<file path="src/rtl/useq_pkg.sv">
// Shared definitions for the microprogram sequencer: FSM states,
// sequencing opcodes and microword field positions.
package useq_pkg;

  typedef enum logic [1:0] {
    ST_IDLE  = 2'd0,
    ST_FETCH = 2'd1,
    ST_EXEC  = 2'd2,
    ST_HALT  = 2'd3
  } state_t;

  // Sequencing opcodes carried in the low three bits of each microword
  localparam logic [2:0] OP_INC     = 3'b000;
  localparam logic [2:0] OP_JMP     = 3'b001;
  localparam logic [2:0] OP_JC      = 3'b010;
  localparam logic [2:0] OP_JZ      = 3'b011;
  localparam logic [2:0] OP_CALL    = 3'b100;
  localparam logic [2:0] OP_RET     = 3'b101;
  localparam logic [2:0] OP_RESTART = 3'b110;
  localparam logic [2:0] OP_HALT    = 3'b111;

  // Field positions inside the 24-bit microword
  localparam int SEQ_LO = 0;
  localparam int SEQ_HI = 2;
  localparam int TGT_LO = 13;
  localparam int TGT_HI = 20;

endpackage

</file>
<file path="src/rtl/useq_stack.sv">
// Return-address LIFO for CALL/RET. Push and pop are ignored when the
// stack is full or empty respectively; the caller turns those cases
// into a fault.
module useq_stack
  import useq_pkg::*;
#(
  parameter int AW    = 8,
  parameter int DEPTH = 4
) (
  input  logic          clk,
  input  logic          rst,
  input  logic          push,
  input  logic          pop,
  input  logic [AW-1:0] push_data,
  output logic [AW-1:0] top_data,
  output logic          full,
  output logic          empty
);

  localparam int IW  = $clog2(DEPTH);
  localparam int SPW = IW + 1;

  logic [AW-1:0]  mem [DEPTH];
  logic [SPW-1:0] sp;
  logic [IW-1:0]  top_idx;

  assign full     = (sp == SPW'(DEPTH));
  assign empty    = (sp == '0);
  assign top_idx  = IW'(sp - 1'b1);
  assign top_data = mem[top_idx];

  // Stack pointer: counts valid entries, cleared by reset
  always_ff @(posedge clk) begin
    if (rst) begin
      sp <= '0;
    end else if (push && !full) begin
      sp <= sp + 1'b1;
    end else if (pop && !empty) begin
      sp <= sp - 1'b1;
    end
  end

  // Entry storage: written at the current pointer on a successful push
  always_ff @(posedge clk) begin
    if (push && !full) begin
      mem[sp[IW-1:0]] <= push_data;
    end
  end

endmodule

</file>
<file path="src/rtl/useq_ctrl.sv">
// Microprogram sequencer: fetches microwords over a request/valid ROM
// handshake, strobes each one to the datapath for a single cycle and
// computes the next micro-address, including call/return via a small
// hardware stack. Stack over/underflow halts the sequencer with a
// sticky fault.
module useq_ctrl
  import useq_pkg::*;
#(
  parameter int AW    = 8,
  parameter int UW    = 24,
  parameter int DEPTH = 4
) (
  input  logic          clk,
  input  logic          rst,
  input  logic          run,
  input  logic          step,
  output logic [AW-1:0] rom_addr,
  output logic          rom_rd,
  input  logic [UW-1:0] rom_data,
  input  logic          rom_valid,
  output logic [UW-1:0] uword,
  output logic          uword_valid,
  input  logic          carry_in,
  input  logic          zero_in,
  output logic          halted,
  output logic          fault,
  output logic [AW-1:0] upc
);

  state_t        state;
  logic [2:0]    op;
  logic [AW-1:0] target;
  logic [AW-1:0] upc_inc;
  logic [AW-1:0] next_upc;
  logic [AW-1:0] stack_top;
  logic          stack_full;
  logic          stack_empty;
  logic          stack_push;
  logic          stack_pop;
  logic          exec_fault;
  logic          in_exec;

  assign op       = uword[SEQ_HI:SEQ_LO];
  assign target   = uword[TGT_HI:TGT_LO];
  assign upc_inc  = upc + 1'b1;
  assign in_exec  = (state == ST_EXEC);
  assign rom_addr = upc;

  useq_stack #(
    .AW    (AW),
    .DEPTH (DEPTH)
  ) u_stack (
    .clk       (clk),
    .rst       (rst),
    .push      (stack_push),
    .pop       (stack_pop),
    .push_data (upc_inc),
    .top_data  (stack_top),
    .full      (stack_full),
    .empty     (stack_empty)
  );

  // Next-address decode for the microword being executed; stack traffic
  // and faults are only raised while actually in EXEC
  always_comb begin
    next_upc   = upc_inc;
    stack_push = 1'b0;
    stack_pop  = 1'b0;
    exec_fault = 1'b0;
    case (op)
      OP_INC:     next_upc = upc_inc;
      OP_JMP:     next_upc = target;
      OP_JC:      next_upc = carry_in ? target : upc_inc;
      OP_JZ:      next_upc = zero_in ? target : upc_inc;
      OP_CALL: begin
        if (stack_full) begin
          next_upc   = upc;
          exec_fault = in_exec;
        end else begin
          next_upc   = target;
          stack_push = in_exec;
        end
      end
      OP_RET: begin
        if (stack_empty) begin
          next_upc   = upc;
          exec_fault = in_exec;
        end else begin
          next_upc  = stack_top;
          stack_pop = in_exec;
        end
      end
      OP_RESTART: next_upc = '0;
      OP_HALT:    next_upc = upc;
      default:    next_upc = upc_inc;
    endcase
  end

  // Sequencer FSM with registered handshake, strobe and status outputs
  always_ff @(posedge clk) begin
    if (rst) begin
      state       <= ST_IDLE;
      upc         <= '0;
      rom_rd      <= 1'b0;
      uword       <= '0;
      uword_valid <= 1'b0;
      halted      <= 1'b0;
      fault       <= 1'b0;
    end else begin
      case (state)
        ST_IDLE: begin
          if (run || step) begin
            state  <= ST_FETCH;
            rom_rd <= 1'b1;
          end
        end
        ST_FETCH: begin
          if (rom_valid) begin
            uword       <= rom_data;
            uword_valid <= 1'b1;
            rom_rd      <= 1'b0;
            state       <= ST_EXEC;
          end
        end
        ST_EXEC: begin
          uword_valid <= 1'b0;
          upc         <= next_upc;
          if (op == OP_HALT || exec_fault) begin
            state  <= ST_HALT;
            halted <= 1'b1;
            if (exec_fault) begin
              fault <= 1'b1;
            end
          end else if (run) begin
            state  <= ST_FETCH;
            rom_rd <= 1'b1;
          end else begin
            state <= ST_IDLE;
          end
        end
        ST_HALT: begin
          halted <= 1'b1;
          rom_rd <= 1'b0;
        end
        default: begin
          state <= ST_IDLE;
        end
      endcase
    end
  end

endmodule

</file>
<file path="config.mk">
export PLATFORM = sky130hd
export DESIGN_NAME = useq_ctrl
export DESIGN_NICKNAME = d
export VERILOG_FILES = /design/src/rtl/useq_pkg.sv /design/src/rtl/useq_stack.sv /design/src/rtl/useq_ctrl.sv
export SDC_FILE = /design/constraint.sdc
export NUM_CORES = 1
export LEC_CHECK = 0
export CORE_MARGIN = 2
export CORE_UTILIZATION = 45
export CTS_BUF_LIST = sky130_fd_sc_hd__clkbuf_8
export CTS_CLUSTER_DIAMETER = 50
export DETAILED_ROUTE_END_ITERATION = 16
export GPL_TIMING_DRIVEN = 0
export PLACE_DENSITY = 0.81
export SLEW_MARGIN = 10
export SYNTH_ARGS = -nofsm -noshare
export SYNTH_HDL_FRONTEND = slang
export SYNTH_SLANG_ARGS = --single-unit
</file>
<file path="constraint.sdc">
create_clock -name clk -period 2.05 [get_ports clk]
set_input_delay 0.3075 -clock clk [delete_from_list [all_inputs] [get_ports clk]]
set_output_delay 0.3075 -clock clk [all_outputs]
set_load 0.05 [all_outputs]
</file>
# Yosys cells after proc, flatten, opt, wreduce, memory -nomap -nowiden
# Memory sizes are Yosys's and may differ from the RTL's.
# Index checks and enable logic that the tools add are counted.
[totals]
register_bits = 41
ram_bits = 32
word_cells = 81
n_memories = 1
[memory_table]
columns = ["name", "words", "width", "rd", "rd_ports_with_merged_regs", "wr", "line", "source"]
rows = [
  ["u_stack.mem", 4, 8, 1, 0, 1, "useq_stack.sv:23", "logic [AW-1:0] mem [DEPTH];"],
]
[classes]
addsub = 3
n_eq_ne = 18
muxes = 30
n_bitwise = 1
reduce_logical = 20
[op_table]
columns = ["operator", "count"]
rows = [
  ["$pmux 8 s7", 1],
  ["$mux 8", 4],
  ["$eq 3x3->1 const B", 5],
  ["$mux 1", 15],
  ["$ne 2x2->1 const B", 6],
  ["$add 8x1->8 const B", 1],
  ["$reduce_and 4->1", 2],
  ["$eq 3x2->1 const B", 2],
  ["$logic_not 3->1", 2],
  ["$mux 2", 3],
  ["$mux 3", 2],
  ["$pmux 1 s2", 3],
  ["$pmux 2 s3", 1],
  ["$reduce_and 2->1", 3],
  ["$reduce_and 3->1", 2],
  ["$reduce_bool 2->1", 3],
  ["$eq 2x2->1 const B", 2],
  ["$pmux 1 s4", 1],
  ["$add 3x1->3 const B", 1],
  ["$eq 3x1->1 const B", 1],
  ["$reduce_bool 3->1", 1],
  ["$sub 3x1->3 const B", 1],
  ["$eq 2x1->1 const B", 1],
  ["$logic_and 1x1->1", 2],
  ["5 further kinds", 7],
]

# Logic depth before layout (Yosys ltp)
[logic_depth]
ltp_word = 6
mapped_depth = 9

# Hierarchy
# A second synthesis with hierarchy kept.
[unflattened]
hier_cells = 314
hier_area_um2 = 3385.7
[by_module_without_submodules]
columns = ["module", "instances", "cells_each", "area_each_um2", "seq_area_each_um2"]
rows = [
  ["useq_ctrl", 1, 239, 1935.6, 760.7],
  ["useq_stack", 1, 75, 1450.1, 1021.0],
]

# Worst setup path before layout
# No wires, ideal clock.
[synth_path]
kind = "register to register"
start = "reg uword[2]"
end = "mem u_stack.mem[0][0] (enable)"
setup_time_ns = 0.383
t_arrival_ns = 1.617
setup_slack_ns = 0.050
path_stages_with_launch = 4
n_path_buf = 0
period_less_slack_ns = 2.000
path_cell_list = "dfxtp_1 -> nor2b_1 -> nand3_1 -> nor3_1"
[synth_via]
elab_chain_cells = 5
[synth_rtl]
columns = ["element", "line", "source"]
rows = [
  ["start, declared", "useq_ctrl.sv:21", "output logic [UW-1:0] uword,"],
  ["start signal, assigned", "useq_ctrl.sv:119", "uword <= rom_data;"],
  ["$eq 3x3->1", "useq_ctrl.sv:70", "case (op)"],
  ["$mux 1", "useq_ctrl.sv:70", ""],
  ["$logic_and 1x1->1", "useq_stack.sv:45", "if (push && !full) begin"],
  ["$mux 1", "useq_stack.sv:45", ""],
  ["$mux 1 (implied by the code)", "useq_stack.sv:46", "mem[sp[IW-1:0]] <= push_data;"],
  ["end, declared", "useq_stack.sv:23", ""],
]
# No other way between the ends.

# Final worst setup path
[layout_path]
start = "reg upc[5], in the netlist rom_addr[5]"
end = "out upc[5]"
[layout_lines]
columns = ["element", "line", "source"]
rows = [
  ["start, declared", "useq_ctrl.sv:27", "output logic [AW-1:0] upc"],
  ["start signal, assigned", "useq_ctrl.sv:127", "upc <= next_upc;"],
]
# No word-level cell between the ends.

==> metrics.md <==
| Metric | Value |
|---|---|
| Avg Cell Area, Syn | around 11 sq um |
| CP arrival | 1710 ps |
| WL/cell | 16.24 um |
| Register area share after synthesis | 53.35% |
| Detailed-route DRC error count | 0 |
| Pwr dens | 1001 nW/um^2 |
| Initial antenna violation count | 0 |
| CTS tree | yes |
| # clock sinks | 73 |
| Final design utilization | 62.28% |
| Area grow syn2layout | 34.54% |
| Most used DFF post-synth | dfxtp_1 |
| Setup-failing EPs final | 0 |
| RePlAce Congestion | 0.7781 |
| Most common cell after layout, fill and taps aside | clkdlybuf4s50_1 |
| Relative slew slack | 56.38% |
| Max cap viols | 0 |
| Overall routed net length | slightly above 8000 um |
| First drt pass iteration count | 4 |
| Worst r2r path cells | 8 |
| Worst path depth | 2 |
| Yosys reg bits | 73 |
| ANT cells | 0 |
| Peak supply drop | approximately 0.0009 V |
| Drt via density | 5.430 |
| Crit-path max FO | 6 |
| Final Non-Filler Cells | 505 |
| ANT nets after route | 0 |
| WS Path Type | reg2out |
| Final Worst Setup Slack | 35.78 ps |
| Critical Path, Cell by Cell | buf_4, clkdlybuf4s50_1 |
| CTS HTree Levels | 3 |
| Period minus WS final | 2014 ps |
| Worst path buffer plus inverter count | 2 |
| Clock root buffer master | clkbuf_8 |
| Beginning of the worst hold path | rst |
| Final Cell Area | between 4000 and 5000 sq um |
| Commonest non-fill, non-tap cells in the layout | clkdlybuf4s50_1, nand2_1, dfxtp_1 |
| Syn Std Cell Area | 3339 sq um |
| Max Slew Vio Count | 0 |
| Hold buffers post-CTS | 0 |
| Gr usage total | 20.28% |
| I/O Buffers | 73 |
| Clock latency on the worst-skew pair | around 350 ps |
| DR vias | 2,742 |
| Synth cell types | 45 |
| Slowest CP cell | clkdlybuf4s50_1 |
| Final Hold Vio Count | 0 |
| First-pass GRT wire length | 12,910 um |
| Post-DP HPWL | 5738 um |
| Leakage | 0.001640 uW |
| Mapped Nets | 356 |
| CP top delay family | buffers and inverters |
| Hold path cells | 2 |
| Actual slew at the worst max-slew pin | 654.2 ps |
| Fmax achieved | 496.5 MHz |
| RR Endpoint | rom_rd$_SDFFE_PP0P_ |
| Reg2Reg Setup Slack | 80 ps |
| CP max stage delay | 780 ps |
| Grt total ovfl | 0 |
| Post-synth EDFFs | 32 |
| Initial Util | 46.29% |
| DR iter-0 viols | 211 |
| Status | finished clean |
| Largest net degree at the start of global routing | 15 |
| Vias in the first global route | between 2k and 3k |
| Longest Clk Path Bufs | 2 |
| Worst Setup Start Kind | register |
| Die area | 8126 sq um |
| Core Rows | 31 |
| I/O Pins | 75 |
| Reg-to-reg critical path startpoint | u_stack.sp[0]$_SDFFE_PP0P_ |
| Layout cells sized above 1 | 14.29% |
| Ys Warns | 0 |
| Die height | ~90 um |
| Setup WS pre-CTS | -489.7 ps |
| DIE WIDTH | 90.15 um |
| Placed Instances | 487 |
| Final period util | 98.25% |
| Crit end category | output pin |
| Asr flop ratio synth | 0% |
| CTS clock-pin slew for the worst setup and hold paths | 90 ps |
| Nets | 442 |
| Post-route clock skew | 10.28 ps |
| Worst Hold End | rom_addr[3]$_SDFFE_PP0P_ |
| Placed cell areas | 4194 sq um |
| Synth Instances | 315 |
| Req. time, crit path | 1740 ps |
| Final Power | 4498 uW |
| CORE AREA | between 7000 and 8000 sq um |
| Hold Path Class | in2reg |
| Total CTS buffers | 9 |
-- cells by family after synthesis --
kind of cell | Yosys count | share of synthesized area (%)
and+or+nand+nor | 110 | 15.40
DFF | 73 | 53.35
AOI/OAI and AO/OA | 69 | 13.98
buffers and inverters | 35 | 5.432
muxes | 10 | 5.995
adders and majority gates | 10 | 3.747
xor gates and xnor gates | 8 | 2.098
-- Yosys cell counts (3+ instances only) --
cell type / count / area (sq um)
xor2_1: 3 / 26.28
a21oi_1: 35 / 175.2
nand2b_1: 6 / 37.54
o21ai_0: 6 / 30.03
buf_4: 10 / 75.07
a211oi_1: 9 / 67.56
clkbuf_1: 12 / 45.04
mux4_2: 8 / 180.2
nor2b_1: 6 / 37.54
and3_1: 6 / 37.54
dfxtp_1: 41 / 820.8
buf_2: 3 / 15.01
nor2_1: 16 / 60.06
nand2_1: 53 / 198.9
xnor2_1: 5 / 43.79
and2_1: 4 / 25.02
a221oi_1: 4 / 35.03
nand3_1: 7 / 35.03
inv_1: 8 / 30.03
edfxtp_1: 32 / 960.9
ha_1: 10 / 125.1
nor3_1: 3 / 15.01
-- layout make-up --
cell class / instances / area (sq um)
Inverter: 8 / 30.03
Fill cell: 590 / 2721
Multi-Input combinational cell: 207 / 1420
Sequential cell: 73 / 1783
Timing Repair Buffer: 75 / 745.7
Clock buffer: 9 / 123.9
Clock inverter: 7 / 101.3
Buffer: 27 / 165.2
Tap cell: 99 / 123.9
-- how the worst max path moves through the flow --
stage / end / start
after global placement: u_stack.mem[0][7]$_DFFE_PP_ / state[0]$_SDFFE_PP0P_
after CTS: rom_addr[0] / rom_addr[0]$_SDFFE_PP0P_
final: upc[5] / rom_addr[5]$_SDFFE_PP0P_
after global routing: rom_rd$_SDFFE_PP0P_ / u_stack.sp[0]$_SDFFE_PP0P_
after detailed placement: u_stack.mem[0][7]$_DFFE_PP_ / state[0]$_SDFFE_PP0P_
after floorplan: u_stack.mem[0][0]$_DFFE_PP_ / uword[2]$_SDFFE_PP0P_
-- stage by stage --
| step | setup TNS [ps] | hold WS (ps) |
|---|---|---|
| 2_1_floorplan | 0 | 443.5 |
| 3_3_place_gp | -9633 | 442.7 |
| 3_5_place_dp | -12180 | 446.4 |
| 4_1_cts | 0 | 308.3 |
| 5_1_grt | -3.591 | 331.8 |
| 6_report | 0 | 321.2 |
-- power by group --
group | internal (uW) | switching [uW]
combinational | 512 | 925
clock | 699 | 589
sequential | 1650 | 119
-- timing repair --
action                                  in CTS  in global routing
endpoints found under the setup margin      48                 44
pin swaps                                    1                  4
gates resized for setup                     19                 14
setup buffers                                1                  1
-- layer usage --
| metal | share of wire (%) | GRT usage [%] |
|---|---|---|
| met5 | 0 | 0 |
| met4 | 2.8 | 9.103 |
| met3 | 7.4 | 4.359 |
| met2 | 47 | 32.89 |
| met1 | 42 | 26.12 |
-- worst register-to-register path, delay by kind of cell, from the launching register on --
kind            cells  cell delay [ps]
compound gates      3              530
fa+ha+maj           1              210
buf+inv             2              170
flops               1              350
simple gates        2              630
-- registers in the layout, indices dropped and copies added (netlist names) --
register,count
u_stack.mem,32
uword,24
rom_addr,8
u_stack.sp,3
state,2
fault,1
halted,1
rom_rd,1
uword_valid,1
Power figures use the tool's default switching activity.
